--- config.mk ---
export PLATFORM = sky130hd
export DESIGN_NAME = pc_unit
export DESIGN_NICKNAME = d
export VERILOG_FILES = /design/src/rtl/pc_unit.sv
export SDC_FILE = /design/constraint.sdc
export NUM_CORES = 1
export LEC_CHECK = 0
export ABC_AREA = 1
export CAP_MARGIN = 40
export CORE_ASPECT_RATIO = 0.9
export CORE_MARGIN = 2
export CORE_UTILIZATION = 54
export CTS_BUF_LIST = sky130_fd_sc_hd__clkbuf_8
export DETAILED_ROUTE_END_ITERATION = 12
export PLACE_DENSITY = 0.82
export SKIP_LAST_GASP = 1
export SLEW_MARGIN = 10
export SYNTH_ARGS = -nofsm -noshare
export SYNTH_HDL_FRONTEND = slang
export SYNTH_SLANG_ARGS = --single-unit
--- constraint.sdc ---
create_clock -name clk -period 6.2 [get_ports clk]
set_input_delay 1.24 -clock clk [delete_from_list [all_inputs] [get_ports clk]]
set_output_delay 1.24 -clock clk [all_outputs]
set_load 0.05 [all_outputs]
--- src/rtl/pc_unit.sv ---
`timescale 1ns/1ps
// pc_unit: fetch program-counter generator.
//   Presents a fetch address (pc_out/pc_valid) to the fetch side and advances
//   it by 4 on each accepted handshake. Trap and redirect requests retarget the
//   PC. A request that arrives while fetch is stalled is parked in a single
//   pending entry until the next handshake. Misaligned targets are dropped and
//   reported for one cycle.
// Ports:
//   clk, reset                        clock, async active-high reset
//   redirect_valid/redirect_target    branch/jump redirect request
//   trap_valid/trap_vector            trap redirect request
//   fetch_ready                       fetch side accepts pc_out this cycle
//   pc_out/pc_valid                   current fetch request
//   misalign_err/misalign_addr        rejected-target pulse and its address
//   fetch_count                       completed handshakes (wrapping)
module pc_unit #(
    parameter int unsigned          XLEN         = 32,
    parameter logic [XLEN-1:0]      RESET_VECTOR = '0,
    parameter int unsigned          CNT_W        = 32
) (
    input  logic             clk,
    input  logic             reset,
    input  logic             redirect_valid,
    input  logic [XLEN-1:0]  redirect_target,
    input  logic             trap_valid,
    input  logic [XLEN-1:0]  trap_vector,
    input  logic             fetch_ready,
    output logic [XLEN-1:0]  pc_out,
    output logic             pc_valid,
    output logic             misalign_err,
    output logic [XLEN-1:0]  misalign_addr,
    output logic [CNT_W-1:0] fetch_count
);

    typedef enum logic [1:0] {
        BOOT,
        RUN,
        HOLD
    } state_t;

    state_t          state;
    logic [XLEN-1:0] pend_addr;
    logic            pend_valid;
    logic            pend_trap;

    logic            trap_ok;
    logic            trap_bad;
    logic            redir_ok;
    logic            redir_bad;
    logic            redir_wins;
    logic            handshake;
    logic            stall;
    logic [XLEN-1:0] next_pc;

    always_comb begin
        trap_ok    = trap_valid     && (trap_vector[1:0] == 2'b00);
        trap_bad   = trap_valid     && (trap_vector[1:0] != 2'b00);
        redir_ok   = redirect_valid && (redirect_target[1:0] == 2'b00);
        redir_bad  = redirect_valid && (redirect_target[1:0] != 2'b00);
        // A redirect never displaces a parked trap, neither in the entry
        // itself nor when choosing the address on the releasing handshake.
        redir_wins = redir_ok && !(pend_valid && pend_trap);
        handshake  = pc_valid && fetch_ready;
        stall      = pc_valid && !fetch_ready;

        next_pc = pc_out;
        if (state == BOOT) begin
            // Boot keeps RESET_VECTOR as the first fetch unless a request
            // replaces it; there is no sequential advance before first fetch.
            if (trap_ok)
                next_pc = trap_vector;
            else if (redir_ok)
                next_pc = redirect_target;
        end else if (handshake) begin
            if (trap_ok)
                next_pc = trap_vector;
            else if (redir_wins)
                next_pc = redirect_target;
            else if (pend_valid)
                next_pc = pend_addr;
            else
                next_pc = pc_out + XLEN'(4);
        end
    end

    always_ff @(posedge clk or posedge reset) begin
        if (reset) begin
            state         <= BOOT;
            pc_out        <= RESET_VECTOR;
            pc_valid      <= 1'b0;
            misalign_err  <= 1'b0;
            misalign_addr <= '0;
            fetch_count   <= '0;
            pend_addr     <= '0;
            pend_valid    <= 1'b0;
            pend_trap     <= 1'b0;
        end else begin
            pc_out <= next_pc;

            misalign_err <= trap_bad || redir_bad;
            if (trap_bad)
                misalign_addr <= trap_vector;
            else if (redir_bad)
                misalign_addr <= redirect_target;

            if (handshake)
                fetch_count <= fetch_count + CNT_W'(1);

            case (state)
                BOOT: begin
                    state    <= RUN;
                    pc_valid <= 1'b1;
                end
                RUN, HOLD: begin
                    pc_valid <= 1'b1;
                    if (handshake) begin
                        pend_valid <= 1'b0;
                        pend_trap  <= 1'b0;
                        state      <= RUN;
                    end else if (stall) begin
                        if (trap_ok) begin
                            pend_addr  <= trap_vector;
                            pend_trap  <= 1'b1;
                            pend_valid <= 1'b1;
                            state      <= HOLD;
                        end else if (redir_wins) begin
                            pend_addr  <= redirect_target;
                            pend_trap  <= 1'b0;
                            pend_valid <= 1'b1;
                            state      <= HOLD;
                        end
                    end
                end
                default: begin
                    state    <= BOOT;
                    pc_valid <= 1'b0;
                end
            endcase
        end
    end

endmodule

==> out/summary.txt, run 1 <==
Slowest CP cell: o21ai_4
Syn_nets: 1,281
Pleak: 5.11 nW
Die span in y: 122 µm
Comb power frac: 50.7%
Switch share: 48.5%
H-Tree Depth: 4
CTS tree: yes
WL final: 23.6 mm
Post-CTS sizing: 0
Synthesis-stage register bit count: 134
Cells along the critical path: inv_2 > o21ai_4 > nand2_4 > inv_4 > nor2_8 > inv_2 > nand2_1 > o21ai_2
Power Density: 428 mW/mm²
P_int: 2.31 mW
Hold WS: 0.484 ns
Hold Crit Class: register to register
Clock sink count: 134
Clock power frac: 17.5%
Vias in the first global route: 7,776
GRT Resource Usage Total: 29.4%
Max-slew violation count: 0
Rows: 43
Cell mode on critical path: inv_2
Initial drt markers: 797
Postcts setup bufs: 0
Slew headroom: 39.5%
CP max stage delay: 0.78 ns
Ys flop type: dfrtp_1
Synthesized cell area: 0.00833 mm²
RSZ-0062 raised after global routing: false
Yosys warnings: 0
Cells after synthesis: 1,207
Die ar.: 0.0164 mm²
Number of routed nets with antenna violations: 0
Post-route clock period utilization: 60.3%
Setup TNS: 0 ns
P_sw: 2.17 mW
HPWL Detailed: 17.0 mm
Num ports: 167
Share of cells above drive strength 1: 6.52%
Max Clock Skew: 0.0111 ns
Crit end category: register
Via count: 8,407
Most common cell after layout, fill and taps aside: nand2_1
Area delta synth->final: 25.7%
Yosys cell types: 39
Clock Pin Slew Worst Setup and Hold Paths: 0.08 ns
Remaining Overflow, GRT: 0
Initial core utilization: 54.7%
Largest net degree at the start of global routing: 63
Initial antenna violation count: 0
DRC violations left: 0
Hold_buf cts: 0
Seq pwr share: 31.8%
Setup ws final: 2.46 ns
Die width: 135 µm
Crit path DAT: 4.10 ns
# setup viols final: 0
Final Hold Vio Count: 0
Worst-Margin Slew: 0.906 ns
Routed len/inst: 15.0 µm
EDFF count, synth: 0
Gpl congestion: 0.906
Port bufs: 166
Core area: 0.0152 mm²
Crit path required time: 6.56 ns
Max Cap Violations: 0
Vias/cell: 5.37
Later-pin clock latency in the skew report: 0.45 ns
Critical path class: register to register
VDD IR max: 0.349 mV
FILL cells: 1,336
Crit path time final: 3.74 ns
Cts bufs inserted: 17
Nets: 1,425
CP startpoint kind: register
Clock Root Buffer: clkbuf_8
Highest clock rate: 268 MHz
FFs w/ async S/R, synth: 100%
TritonRoute pass-1 iters: 5
Register area share after synthesis: 40.3%
First-pass GRT wire length: 37.9 mm
CP max FO: 48
Status: finished, final reports clean
Most frequent cells in the layout: nand2_1, clkdlybuf4s50_1, nor2_1
CTS max path bufs: 2
Dpl ws: 2.28 ns
Mean Syn Cell Area: 6.90 µm²
Ant. Diodes: 0
==> cell type report <==
class / instances / area, µm² / area share (%)
tap: 202 / 253 / 2.42
multi-input combinational: 887 / 4180 / 40.0
sequential: 134 / 3350 / 32.0
timing repair buffer: 174 / 1730 / 16.5
clock inverter: 12 / 153 / 1.46
clock buffer: 20 / 275 / 2.63
inverter: 137 / 519 / 4.96
==> per-stage QoR <==
step	power, mW	util [%]	area, µm²	cells
after floorplan	2.99	-	8330	1207
after global placement	3.64	65.8	10000	1533
after detailed placement	3.68	65.9	10000	1534
after CTS	4.47	68.7	10500	1566
after global routing	4.78	68.7	10500	1566
final	4.48	68.7	10500	1566
==> power by group through the flow <==
stage	Combinational [mW]	Sequential, mW	Clock [mW]
2_1_floorplan	1.12	1.87	0
3_3_place_gp	2.22	1.42	0
3_5_place_dp	2.25	1.43	0
4_1_cts	2.27	1.42	0.790
5_1_grt	2.48	1.46	0.831
6_report	2.27	1.42	0.784
==> cell families (layout without fill, tap and decap cells) <==
logic type	Yosys count	in the layout	share of synthesized area, %
DFF	134	134	40.3
adders and majority gates	5	5	0.751
AOI/OAI and AO/OA	197	197	13.4
buffers and inverters	186	343	9.59
and+or+nand+nor	650	650	32.3
xor gates and xnor gates	35	35	3.68
==> layer usage <==
layer / vias up / global-route usage [%] / wire, µm
met5: - / 0 / 0
met4: 0 / 11.4 / 695
met3: 63 / 5.53 / 1770
met2: 370 / 48.4 / 11300
met1: 3868 / 38.7 / 9750
li1: 4106 / - / -
==> worst max-delay path, delay by kind of cell, from the launching register on <==
family          cells  cell delay (ns)
buf+inv             3             1.35
compound gates      2             0.89
flops               1             0.70
simple gates        3             0.67
==> final timing paths <==
check	end	cells after the start	startpoint	slack, ns
max	pend_addr[15]	8	pend_valid	2.46
min	misalign_addr[9]	2	misalign_addr[9]	0.48
max reg2reg	pend_addr[15]	8	pend_valid	2.46
min reg2reg	misalign_addr[9]	2	misalign_addr[9]	0.48
max in group asynchronous	fetch_count[22]	3	reset	3.89
min in group asynchronous	misalign_addr[9]	2	reset	1.16
==> Yosys cell counts, types with 7 or more instances <==
| library cell | count | area share (%) |
|---|---|---|
| nand4_1 | 10 | 0.75 |
| inv_1 | 131 | 5.9 |
| clkbuf_1 | 18 | 0.81 |
| nor2_1 | 142 | 6.4 |
| dfrtp_1 | 134 | 40 |
| o21bai_1 | 7 | 0.63 |
| o21ai_0 | 112 | 6.7 |
| buf_2 | 15 | 0.90 |
| o21ai_2 | 19 | 2.0 |
| nand2_2 | 7 | 0.53 |
| a21oi_1 | 45 | 2.7 |
| nand3_1 | 55 | 3.3 |
| nor3_1 | 22 | 1.3 |
| nand2_1 | 392 | 18 |
| xnor2_1 | 14 | 1.5 |
| xor2_1 | 21 | 2.2 |
| buf_4 | 11 | 0.99 |
==> state kept, by name, indices dropped and copies added (netlist names) <==
name	cells
pend_trap	1
pend_valid	1
pend_addr	32
misalign_addr	32
state	2
fetch_count	32
pc_valid	1
pc_out	32
misalign_err	1
Note: power is estimated with default switching activity, not from simulation.
==> inputs of run 2 (changes only) <==
==> constraint.sdc (replaced) <==
create_clock -name clk -period 3.7 [get_ports clk]
set_input_delay 0.74 -clock clk [delete_from_list [all_inputs] [get_ports clk]]
set_output_delay 0.74 -clock clk [all_outputs]
set_load 0.05 [all_outputs]
==> out/summary.txt, run 2 (same netlist as run 1, synthesis figures left out) <==
CP startpoint kind: register
Clock power frac: 16.9% (-0.6 points)
Die width: 135 µm (unchanged)
Comb power frac: 51.1% (+0.4 points)
Gpl congestion: 0.921 (+1.7%)
Final Hold Vio Count: 0 (unchanged)
Power Density: 714 mW/mm² (+67%)
Post-route clock period utilization: 76.0% (+16 points)
Largest net degree at the start of global routing: 85 (+35%)
Die ar.: 0.0164 mm² (unchanged)
Final core occ: 69.2% (+0.47 points)
M1 GR Usage: 38.5% (-0.24 points)
Port bufs: 166 (unchanged)
Initial drt markers: 688 (-14%)
Postcts setup bufs: 0 (unchanged)
WL final: 23.7 mm (+0.40%)
Hold Crit Class: register to register
Cts bufs inserted: 17 (unchanged)
GRT Resource Usage Total: 29.9% (+0.46 points)
Met2 usage: 49.7% (+1.3 points)
Vias/cell: 5.37 (+0.10%)
Max-slew violation count: 0 (unchanged)
Nets: 1,429 (+0.28%)
CTS tree: yes
Status: finished, final reports clean
Met3 GRT Util: 5.95% (+0.42 points)
Clock Pin Slew Worst Setup and Hold Paths: 0.08 ns (about the same)
Num ports: 167 (unchanged)
Clock Root Buffer: clkbuf_8
Vias in the first global route: 7,793 (+0.22%)
TritonRoute pass-1 iters: 5 (unchanged)
First-pass GRT wire length: 38.4 mm (+1.3%)
HPWL Detailed: 17.2 mm (+0.84%)
Rows: 43 (unchanged)
Routed len/inst: 15.1 µm (+0.14%)
Initial core utilization: 54.7% (unchanged)
Global route hottest layer: met2
Slew headroom: 44.9% (+5.4 points)
Highest clock rate: 356 MHz (+33%)
RSZ-0062 raised after global routing: false
Via count: 8,437 (+0.36%)
CP max FO: 40 (-17%)
Final std cells w/o fill: 1,570 (+0.26%)
H-Tree Depth: 4 (unchanged)
Seq pwr share: 32.0% (+0.2 points)
Worst-Margin Slew: 0.824 ns (-0.0821 ns)
Max Clock Skew: 0.0128 ns (+0.00169 ns)
Initial antenna violation count: 0 (unchanged)
Remaining Overflow, GRT: 0 (unchanged)
FILL cells: 1,302 (-2.5%)
Most frequent cells in the layout: nand2_1, clkdlybuf4s50_1, nor2_1
Clock sink count: 134 (unchanged)
Post-Place Cells: 1,538 (+0.26%)
Switch share: 48.8% (+0.35 points)
Hold_buf cts: 0 (unchanged)
Core area: 0.0152 mm² (unchanged)
Crit path required time: 4.00 ns (-2.56 ns)
Number of routed nets with antenna violations: 0 (unchanged)
Area delta synth->final: 26.6%
CTS max path bufs: 2 (unchanged)
P_sw: 3.67 mW (+69%)
Most common cell after layout, fill and taps aside: nand2_1
Post-CTS sizing: 0 (unchanged)
Critical path class: register to register
Ant. Diodes: 0 (unchanged)
Max Cap Violations: 0 (unchanged)
DRC violations left: 0 (unchanged)
Later-pin clock latency in the skew report: 0.47 ns (+0.02 ns)
Setup TNS: 0 ns (unchanged)
Crit path time final: 2.81 ns (-0.926 ns)
P_int: 3.85 mW (+67%)
Die span in y: 122 µm (unchanged)
Crit path DAT: 3.11 ns (-0.99 ns)
Share of cells above drive strength 1: 6.87% (+0.35 points)
# setup viols final: 0 (unchanged)
Pleak: 5.12 nW (+0.28%)
Crit end category: register
VDD IR max: 0.742 mV (+110%)
run 2: cell types whose count changed in the layout (fill, tap and decap cells not counted), sizes merged:
cell,delta
buf,+4
bufinv,-1
clkbuf,+1
clkinv,-2
clkinvlp,+4
inv,-2
run 2: critical path: stages (launching register included):
cell     delay, ns
dfrtp_1       0.74
inv_2         0.11
o21ai_4       0.69
nand2_4       0.09
inv_4         0.14
nor2_8        0.04
inv_2         0.60
o21ai_0       0.21
run 2: final timing paths:
kind | start | endpoint | slack (ns) | depth (start not counted)
setup reg to reg | pend_valid | pend_valid | 0.89 | 7
min in group asynchronous | reset | misalign_addr[9] | 0.72 | 3
hold / removal | fetch_count[31] | fetch_count[31] | 0.48 | 1
setup / recovery | pend_valid | pend_valid | 0.89 | 7
hold reg to reg | fetch_count[31] | fetch_count[31] | 0.48 | 1
max in group asynchronous | reset | pc_out[29] | 2.53 | 3
run 2: final cells by class:
cell class / instances / area (µm²) / area share (%)
Clock buffer: 21 / 289 / 2.74
Tap cell: 202 / 253 / 2.40
Timing Repair Buffer: 178 / 1810 / 17.2
Inverter: 137 / 520 / 4.94
Clock inverter: 11 / 124 / 1.18
Multi-Input combinational cell: 887 / 4180 / 39.7
Sequential cell: 134 / 3350 / 31.8
run 2: power groups by stage:
stage,clock [mW],sequential (mW),combinational [mW]
after global placement,0,2.40,3.75
after global routing,1.36,2.46,4.21
after floorplan,0,3.13,1.88
final,1.27,2.40,3.85
after CTS,1.28,2.39,3.85
after detailed placement,0,2.41,3.82
run 2: metrics by stage:
step / instance area, µm² / hold slack (ns) / power [mW] / worst slack [ns]
finish: 10500 / 0.481 / 7.53 / 0.888
global route: 10500 / 0.491 / 8.03 / 0.701
CTS: 10500 / 0.476 / 7.52 / 0.938
detailed placement: 10100 / 0.463 / 6.24 / 0.740
global placement: 10100 / 0.461 / 6.15 / 0.802
floorplan: 8330 / 0.456 / 5.02 / 1.29
run 2: per-layer routing:
metal | up-vias | share of wire, %
li1 | 4099 | -
met1 | 3956 | 41
met2 | 328 | 49
met3 | 54 | 6.8
met4 | 0 | 2.9
met5 | - | 0
